## src/rtl/dram_req_arbiter.sv

```systemverilog
// Arbitrates the DRAM command port between debug, D$ and I$ line-refill requesters.
// Define ARB_RR_EN for round-robin between D$ and I$; otherwise fixed dbg > dc > ic.
module dram_req_arbiter #(
  parameter int ADR_W  = 28,
  parameter int DATA_W = 128
) (
  input  logic              clk,
  input  logic              rst_n,
  input  logic              init_calib_complete,
  input  logic              dbg_req,
  input  logic              dc_req,
  input  logic              ic_req,
  input  logic              dbg_we,
  input  logic              dc_we,
  input  logic [ADR_W-1:0]  dbg_adr,
  input  logic [ADR_W-1:0]  dc_adr,
  input  logic [ADR_W-1:0]  ic_adr,
  input  logic [DATA_W-1:0] dbg_wdata,
  input  logic [DATA_W-1:0] dc_wdata,
  output logic              dbg_done,
  output logic              dc_done,
  output logic              ic_done,
  output logic [DATA_W-1:0] rdata,
  output logic              busy,
  output logic              m_cmd_en,
  output logic              m_cmd_we,
  output logic [ADR_W-1:0]  m_adr,
  output logic [DATA_W-1:0] m_wdata,
  input  logic              m_cmd_rdy,
  input  logic              m_done,
  input  logic [DATA_W-1:0] m_rdata
);

  typedef enum logic [1:0] {IDLE, CMD, WAIT, DONE} state_t;

  state_t              state_q, state_d;
  logic [2:0]          grant_q, grant_d;   // one-hot {ic, dc, dbg}
  logic [2:0]          done_q, done_d;
  logic                we_q, we_d;
  logic [ADR_W-1:0]    adr_q, adr_d;
  logic [DATA_W-1:0]   wdata_q, wdata_d;
  logic [DATA_W-1:0]   rdata_q, rdata_d;
  logic                cmd_en_q, cmd_en_d;
  logic                busy_q, busy_d;
  logic [2:0]          pick;

`ifdef ARB_RR_EN
  logic rr_q, rr_d;  // 0: D$ preferred next, 1: I$ preferred next

  always_comb begin
    if (dbg_req)               pick = 3'b001;
    else if (dc_req && ic_req) pick = rr_q ? 3'b100 : 3'b010;
    else if (dc_req)           pick = 3'b010;
    else if (ic_req)           pick = 3'b100;
    else                       pick = 3'b000;
  end

  always_comb begin
    rr_d = rr_q;
    if (state_q == IDLE && init_calib_complete) begin
      if (pick[1]) rr_d = 1'b1;
      if (pick[2]) rr_d = 1'b0;
    end
  end

  always_ff @(posedge clk or negedge rst_n) begin
    if (!rst_n) rr_q <= 1'b0;
    else        rr_q <= rr_d;
  end
`else
  always_comb begin
    if (dbg_req)     pick = 3'b001;
    else if (dc_req) pick = 3'b010;
    else if (ic_req) pick = 3'b100;
    else             pick = 3'b000;
  end
`endif

  always_comb begin
    state_d = state_q;
    grant_d = grant_q;
    we_d    = we_q;
    adr_d   = adr_q;
    wdata_d = wdata_q;
    rdata_d = rdata_q;
    case (state_q)
      IDLE: begin
        if (init_calib_complete && (|pick)) begin
          state_d = CMD;
          grant_d = pick;
          we_d    = pick[0] ? dbg_we    : (pick[1] ? dc_we    : 1'b0);
          adr_d   = pick[0] ? dbg_adr   : (pick[1] ? dc_adr   : ic_adr);
          wdata_d = pick[0] ? dbg_wdata : (pick[1] ? dc_wdata : '0);
        end
      end
      CMD: begin
        if (m_cmd_rdy) state_d = WAIT;
      end
      WAIT: begin
        if (m_done) begin
          state_d = DONE;
          if (!we_q) rdata_d = m_rdata;
        end
      end
      DONE: begin
        state_d = IDLE;
        grant_d = 3'b000;
      end
      default: state_d = IDLE;
    endcase
    // Outputs are registered copies of what the next state implies.
    cmd_en_d = (state_d == CMD);
    busy_d   = (state_d != IDLE);
    done_d   = (state_d == DONE) ? grant_q : 3'b000;
  end

  always_ff @(posedge clk or negedge rst_n) begin
    if (!rst_n) begin
      state_q  <= IDLE;
      grant_q  <= 3'b000;
      done_q   <= 3'b000;
      we_q     <= 1'b0;
      adr_q    <= '0;
      wdata_q  <= '0;
      rdata_q  <= '0;
      cmd_en_q <= 1'b0;
      busy_q   <= 1'b0;
    end else begin
      state_q  <= state_d;
      grant_q  <= grant_d;
      done_q   <= done_d;
      we_q     <= we_d;
      adr_q    <= adr_d;
      wdata_q  <= wdata_d;
      rdata_q  <= rdata_d;
      cmd_en_q <= cmd_en_d;
      busy_q   <= busy_d;
    end
  end

  assign dbg_done = done_q[0];
  assign dc_done  = done_q[1];
  assign ic_done  = done_q[2];
  assign rdata    = rdata_q;
  assign busy     = busy_q;
  assign m_cmd_en = cmd_en_q;
  assign m_cmd_we = we_q;
  assign m_adr    = adr_q;
  assign m_wdata  = wdata_q;

endmodule

```

## config.mk

```make
export PLATFORM = sky130hd
export DESIGN_NAME = dram_req_arbiter
export DESIGN_NICKNAME = d
export VERILOG_FILES = /design/src/rtl/dram_req_arbiter.sv
export SDC_FILE = /design/constraint.sdc
export NUM_CORES = 1
export LEC_CHECK = 0
export CORE_AREA = 2 2 297 299
export DETAILED_ROUTE_END_ITERATION = 8
export DIE_AREA = 0 0 299 301
export DONT_BUFFER_PORTS = 1
export GPL_TIMING_DRIVEN = 0
export HOLD_SLACK_MARGIN = 0.02
export SLEW_MARGIN = 20
export SYNTH_ARGS = -nofsm -noshare
export SYNTH_HDL_FRONTEND = slang
export SYNTH_SLANG_ARGS = --single-unit
```

## constraint.sdc

```tcl
create_clock -name clk -period 2.9 [get_ports clk]
set_input_delay 0.435 -clock clk [delete_from_list [all_inputs] [get_ports clk]]
set_output_delay 0.435 -clock clk [all_outputs]
set_load 0.02 [all_outputs]
```

==> results.sh, run 1 <==
export IMPL_ys_types=31
export IMPL_synthCells=899
export IMPL_die_x_um=299
export IMPL_fin_hold_ws_ns=-0.404
export IMPL_endpoint="rdata[85]"
export IMPL_area_growth_pct=29.8
export IMPL_clock_power_share_pct=24.2
export IMPL_yosysMostFrequentCell="dfrtp_1"
export IMPL_cts_root_buf="clkbuf_16"
export IMPL_pwr_share_seq_pct=53.8
export IMPL_cts_tree="built"
export IMPL_ys_seq_area_share_pct=55.2
export IMPL_dp_cells=2054
export IMPL_crit_path_max_fanout=10
export IMPL_fin_cells=2261
export IMPL_r2r_start="state_q[1]"
export IMPL_hold_buffers=129
export IMPL_p_leak_nw=7.30
export IMPL_htree_levels=2
export IMPL_timing_rr_end="rdata[85]"
export IMPL_finalCritPeriodShare_pct=80.6
export IMPL_crit_arrival_ns=2.76
export IMPL_comb_power_share_pct=22.0
export IMPL_status="finished with violations"
export IMPL_synth_edff_count=0
export IMPL_tightest_slew_ns=1.00
export IMPL_grt_max_degree=296
export IMPL_post_dp_hpwl_um=40200
export IMPL_start_util_pct=15.5
export IMPL_cts_buffer_depth=3
export IMPL_p_total_mw=19.3
export IMPL_viasPerCell=3.97
export IMPL_die_area_um2=90000
export IMPL_antenna_found_initial=21
export IMPL_fmax_mhz=428
export IMPL_yosys_top_cells_count="dfrtp_1, mux2_2, a22o_1, mux2_4"
export IMPL_cap_violations=0
export IMPL_failed_checks="hold timing"
export IMPL_p_switching_mw=7.71
export IMPL_ff2ff_path_depth=6
export IMPL_synth_top_cell_by_area="dfrtp_1"
export IMPL_slew_viol_final=0
export IMPL_drt_iter0_markers=556
export IMPL_yosys_warnings=0
export IMPL_clk_pin_slew_ns=0.06
export IMPL_syn_avg_cell_area_um2=14.9
export IMPL_end_kind="register"
export IMPL_synth_ff_type="dfrtp_1"
export IMPL_hold_violations=295
export IMPL_finClkSkew_ns=0.0250
export IMPL_drc=0
export IMPL_final_nets=1544
export IMPL_synth_area_um2=13400
export IMPL_cts_num_sinks=295
export IMPL_hold_path_class="in -> async"
export IMPL_rrSetupSlack_ns=0.56
export IMPL_path_class="reg -> reg"
export IMPL_swShare_pct=39.8
export IMPL_grt_pass1_wl_um=70800
export IMPL_fin_crit_ns=2.34
export IMPL_setup_viol=0
export IMPL_worst_ep_required_time_ns=3.32
export IMPL_grt_pass1_vias=9874
export IMPL_final_util_pct=20.1
export IMPL_rows=108
export IMPL_cts_buffers=36
export IMPL_synthArstFlopShare_pct=100
export IMPL_rsz0062_at_grt="no"
export IMPL_irDropWorstVdd_v=0.000501
export IMPL_io_pin_count=768
export IMPL_die_h_um=301
export IMPL_core_area_um2=86500
export IMPL_drt_pass1_iterations=7
export IMPL_power_density_nw_per_um2=1110
export IMPL_ys_ff_latch=295
export IMPL_final_layout_size_suffix_gt1_share_pct=34.6
export IMPL_synthesis_nets=1377
export IMPL_grt_usage_pct=10.8
export IMPL_io_buffers=0
export IMPL_synthTopCellsByArea="dfrtp_1, mux2_2, mux2_4, a22o_1, mux2i_1"
export IMPL_critPathLaunch="state_q[1]"
export IMPL_yosys_area_top_type_share_pct=55.2
export IMPL_worstSetupStartpointType="register"
export IMPL_routedWlPerCell_um=23.0
export IMPL_ant_nets=0
export IMPL_place_gp_congestion=0.913
export IMPL_insertion_delay_ns=0.56
export IMPL_overflow=0
export IMPL_routed_wl_um=51900
export IMPL_power_internal_mw=11.6
export IMPL_slew_headroom_pct=33.3
export IMPL_via_count=8978
metrics by stage:
step	setup slack, ns	TNS [ns]	cell area (µm²)
floorplan	1.22	0	13400
global placement	-0.0702	-0.137	14800
detailed placement	0.0254	0	14800
CTS	0.346	0	17300
global route	0.362	0	17400
finish	0.561	0	17400
critical path: stages (launching register included):
cell and delay (ns):
dfrtp_1 0.34, buf_6 0.14, nand2_1 0.12, nor3_1 0.50, buf_2 0.42, buf_4 0.31, mux2_2 0.38
timing repair:
item / in CTS / in global routing
resized for setup: 0 / 0
endpoints found under the setup margin: 0 / 0
endpoints found under the hold margin: 425 / 295
setup buffers: 0 / 0
registers in the layout, summed over array words and instances, names as in the netlist, 2 cells and up:
register  count
m_wdata     128
state_q       2
grant_q       3
rdata       128
m_adr        28
done_q        3
layer usage:
layer  global-route usage (%)  wire [µm]  share of wire (%)
met1                     11.9      19400                 37
met3                     3.82       4600                8.9
met4                     5.39       2290                4.4
met5                        0         62               0.12
met2                     18.5      25600                 49
kinds of logic (layout without fill, tap and decap cells):
kind of cell           Yosys count  after routing  synth area share, %
DFF                            295            295                 55.2
other                            0             15                    0
muxes                          313            313                 28.9
buffers and inverters           75            267                 4.16
AOI/OAI and AO/OA              168            168                 10.1
and+or+nand+nor                 48             48                 1.71
power by group through the flow:
| stage | combinational (mW) | sequential, mW | clock, mW |
|---|---|---|---|
| floorplan | 3.48 | 9.55 | 0 |
| detailed placement | 4.14 | 10.5 | 0 |
| CTS | 4.31 | 10.4 | 4.82 |
| global route | 4.56 | 10.6 | 5.03 |
| global placement | 3.95 | 10.4 | 0 |
| finish | 4.26 | 10.4 | 4.68 |
worst min path at each step:
stage / from / to / slack, ns / cells past startpoint
after floorplan: rst_n / busy / 0.14 / 0
after global routing: rst_n / rdata[48] / -0.46 / 0
final: rst_n / rdata[119] / -0.40 / 0
after CTS: rst_n / rdata[79] / -0.48 / 0
after detailed placement: rst_n / rdata[47] / 0.15 / 0
after global placement: rst_n / rdata[47] / 0.15 / 0
area by class of cell:
| type | count | area [µm²] |
|---|---|---|
| diodes | 15 | 37.5 |
| multi-input cells | 529 | 5450 |
| plain buffers | 73 | 551 |
| inverters | 2 | 7.51 |
| flip-flops and latches | 295 | 7380 |
| well taps | 1155 | 1450 |
| fillers | 9247 | 69100 |
| clock inverters | 17 | 224 |
| clock buffers | 46 | 988 |
| repair buffers | 129 | 1290 |
placed cells by master, fill, tap and decap left out, types with 3 or more instances in the layout:
master           n
inv_6            4
clkbuf_1        33
dfrtp_1        295
dlygate4sd3_1  129
clkbuf_16       36
mux2_4         100
o21ai_0         31
buf_12          11
buf_6            4
mux2i_1         28
buf_4           13
mux2_1          10
clkbuf_8         5
bufinv_16        4
nand2b_1         4
a22o_1         129
nor2b_1          3
buf_2           14
diode_2         15
clkinv_2         4
mux2_2         175
nand2_1         31
(Power assumes the default switching activity.)
==> inputs of run 2 (changes only) <==
==> constraint.sdc (replaced) <==
create_clock -name clk -period 2 [get_ports clk]
set_input_delay 0.3 -clock clk [delete_from_list [all_inputs] [get_ports clk]]
set_output_delay 0.3 -clock clk [all_outputs]
set_load 0.02 [all_outputs]
==> run 2 against run 1 <==
  * The run still ends with hold timing left
  * Count of clock-buffer cells in the layout unchanged
  * Largest power group unchanged
  * Largest cell class unchanged
  * Clock skew down 0.00092 ns
  * Via count up 15%
==> results.sh, run 2 (synthesized netlist as in run 1, its figures left out) <==
export IMPL_crit_path_max_fanout=10
export IMPL_post_dp_hpwl_um=40200
export IMPL_ant_nets=0
export IMPL_end_kind="register"
export IMPL_cp_top_family="buffers and inverters"
export IMPL_ff2ff_path_depth=7
export IMPL_hold_buffers=386
export IMPL_design_area_um2=20000
export IMPL_final_layout_size_suffix_gt1_share_pct=28.5
export IMPL_rsz0062_at_grt="no"
export IMPL_area_growth_pct=49.8
export IMPL_antenna_found_initial=20
export IMPL_status="finished with violations"
export IMPL_slew_headroom_pct=49.3
export IMPL_routed_wl_um=57100
export IMPL_mostFrequentLayoutCells="dlygate4sd3_1, dfrtp_1, mux2_2"
export IMPL_cap_violations=0
export IMPL_place_gp_congestion=0.913
export IMPL_viasPerCell=4.09
export IMPL_overflow=0
export IMPL_cts_tree="built"
export IMPL_htree_levels=2
export IMPL_final_nets=1803
export IMPL_failed_checks="hold timing"
export IMPL_r2r_start="state_q[1]"
export IMPL_post_dp_cell_area_um2=14800
export IMPL_power_density_nw_per_um2=1440
export IMPL_crit_top_cell="buf_12"
export IMPL_worstSetupStartpointType="register"
export IMPL_drt_pass1_iterations=5
export IMPL_hold_path_class="in -> async"
export IMPL_cpPeakStageDelay_ns=0.38
export IMPL_tightest_slew_ns=0.760
export IMPL_timing_rr_end="m_adr[3]"
export IMPL_grt_pass1_wl_um=78600
export IMPL_cts_root_buf="clkbuf_16"
export IMPL_fin_hold_ws_ns=-0.544
export IMPL_grt_max_degree=296
export IMPL_die_h_um=301
export IMPL_start_util_pct=15.5
export IMPL_crit_buf_inv=4
export IMPL_routedWlPerCell_um=22.7
export IMPL_layout_setup_ws_ns=0.0705
export IMPL_final_util_pct=23.2
export IMPL_nFillCells=8925
export IMPL_via_count=10300
export IMPL_drc=0
export IMPL_finalCritPeriodShare_pct=96.5
export IMPL_insertion_delay_ns=0.57
export IMPL_post_place_ws_ns=-0.740
export IMPL_die_x_um=299
export IMPL_cts_num_sinks=295
export IMPL_core_area_um2=86500
export IMPL_hold_violations=295
export IMPL_grt_pass1_vias=11500
export IMPL_slowest_stage="dfrtp_1"
export IMPL_fin_crit_ns=1.93
export IMPL_cts_buffer_depth=3
export IMPL_cts_buffers=36
export IMPL_drt_iter0_markers=787
export IMPL_irDropWorstVdd_v=0.000757
export IMPL_rows=108
export IMPL_worst_ep_required_time_ns=2.42
export IMPL_clk_pin_slew_ns=0.06
export IMPL_slew_viol_final=0
export IMPL_path_class="reg -> reg"
export IMPL_fmax_mhz=518
export IMPL_crit_arrival_ns=2.35
export IMPL_io_pin_count=768
export IMPL_finClkSkew_ns=0.0241
export IMPL_crit_chain="buf_6 -> nor3b_4 -> o31a_1 -> buf_12 -> buf_12 -> buf_4 -> mux2_2"
export IMPL_grt_usage_pct=11.9
export IMPL_io_buffers=0
export IMPL_p_leak_nw=8.43
export IMPL_setup_viol=0
export IMPL_rrSetupSlack_ns=0.07
export IMPL_final_common_cell="dlygate4sd3_1"
export IMPL_die_area_um2=90000
-- run 2: changes by cell type in the layout (fill, tap and decap cells not counted), sizes merged --
| cell | delta |
|---|---|
| dlygate4sd3 | +257 |
| clkbuf | +2 |
| diode | -3 |
-- run 2: how the worst max path moves through the flow --
| stage | start | end | slack [ns] | depth (start not counted) |
|---|---|---|---|---|
| after floorplan | state_q[1] | m_wdata[100] | 0.33 | 7 |
| after global placement | dbg_req | m_wdata[56] | -0.84 | 5 |
| after detailed placement | dbg_req | m_wdata[124] | -0.74 | 6 |
| after CTS | state_q[1] | rdata[87] | 0.003 | 7 |
| after global routing | state_q[1] | rdata[80] | 0.007 | 7 |
| final | state_q[1] | m_adr[3] | 0.07 | 7 |
-- run 2: stage by stage --
step | power, mW | setup TNS (ns) | std cells
after floorplan | 18.9 | 0 | 899
after global placement | 20.8 | -119.35 | 2054
after detailed placement | 21.2 | -102.63 | 2054
after CTS | 28.9 | 0 | 2503
after global routing | 30.0 | 0 | 2517
final | 28.8 | 0 | 2517
-- run 2: power by group --
| group | internal (mW) | switching (mW) | total, mW | leakage, nW |
|---|---|---|---|---|
| Combinational | 4.46 | 2.41 | 6.87 | 4.22 |
| Sequential | 8.83 | 6.32 | 15.1 | 3.61 |
| Clock | 4.05 | 2.74 | 6.79 | 0.591 |
| Total | 17.3 | 11.5 | 28.8 | 8.43 |
-- run 2: area by class of cell --
type | count | area (µm²) | area share (%)
Clock inverter | 17 | 224 | 1.12
Timing Repair Buffer | 389 | 3900 | 19.5
Inverter | 2 | 7.51 | 0.0374
Buffer | 72 | 611 | 3.05
Tap cell | 1155 | 1450 | 7.21
Sequential cell | 295 | 7380 | 36.8
Antenna cell | 12 | 30.0 | 0.150
Clock buffer | 46 | 988 | 4.93
Multi-Input combinational cell | 529 | 5460 | 27.2
-- run 2: routing by layer --
metal | vias to the layer above | share of wire (%) | global-route usage [%]
met5 | - | 0.16 | 0
met4 | 14 | 5.3 | 6.51
met3 | 186 | 8.7 | 4.11
met2 | 696 | 49 | 20.6
met1 | 5210 | 37 | 12.6
li1 | 4189 | - | -
-- run 2: timing repair --
item / CTS / global route
pin swaps: 1 / 0
cloned: 0 / 1
resized for setup: 11 / 13
setup buffers: 1 / 1
endpoints found under the setup margin: 148 / 149
endpoints found under the hold margin: 567 / 295
-- run 2: worst register-to-register path, cell delays in order, from the launching register on --
cell and delay, ns:
dfrtp_1 0.38, buf_6 0.14, nor3b_4 0.21, o31a_1 0.22, buf_12 0.17, buf_12 0.16, buf_4 0.19, mux2_2 0.35
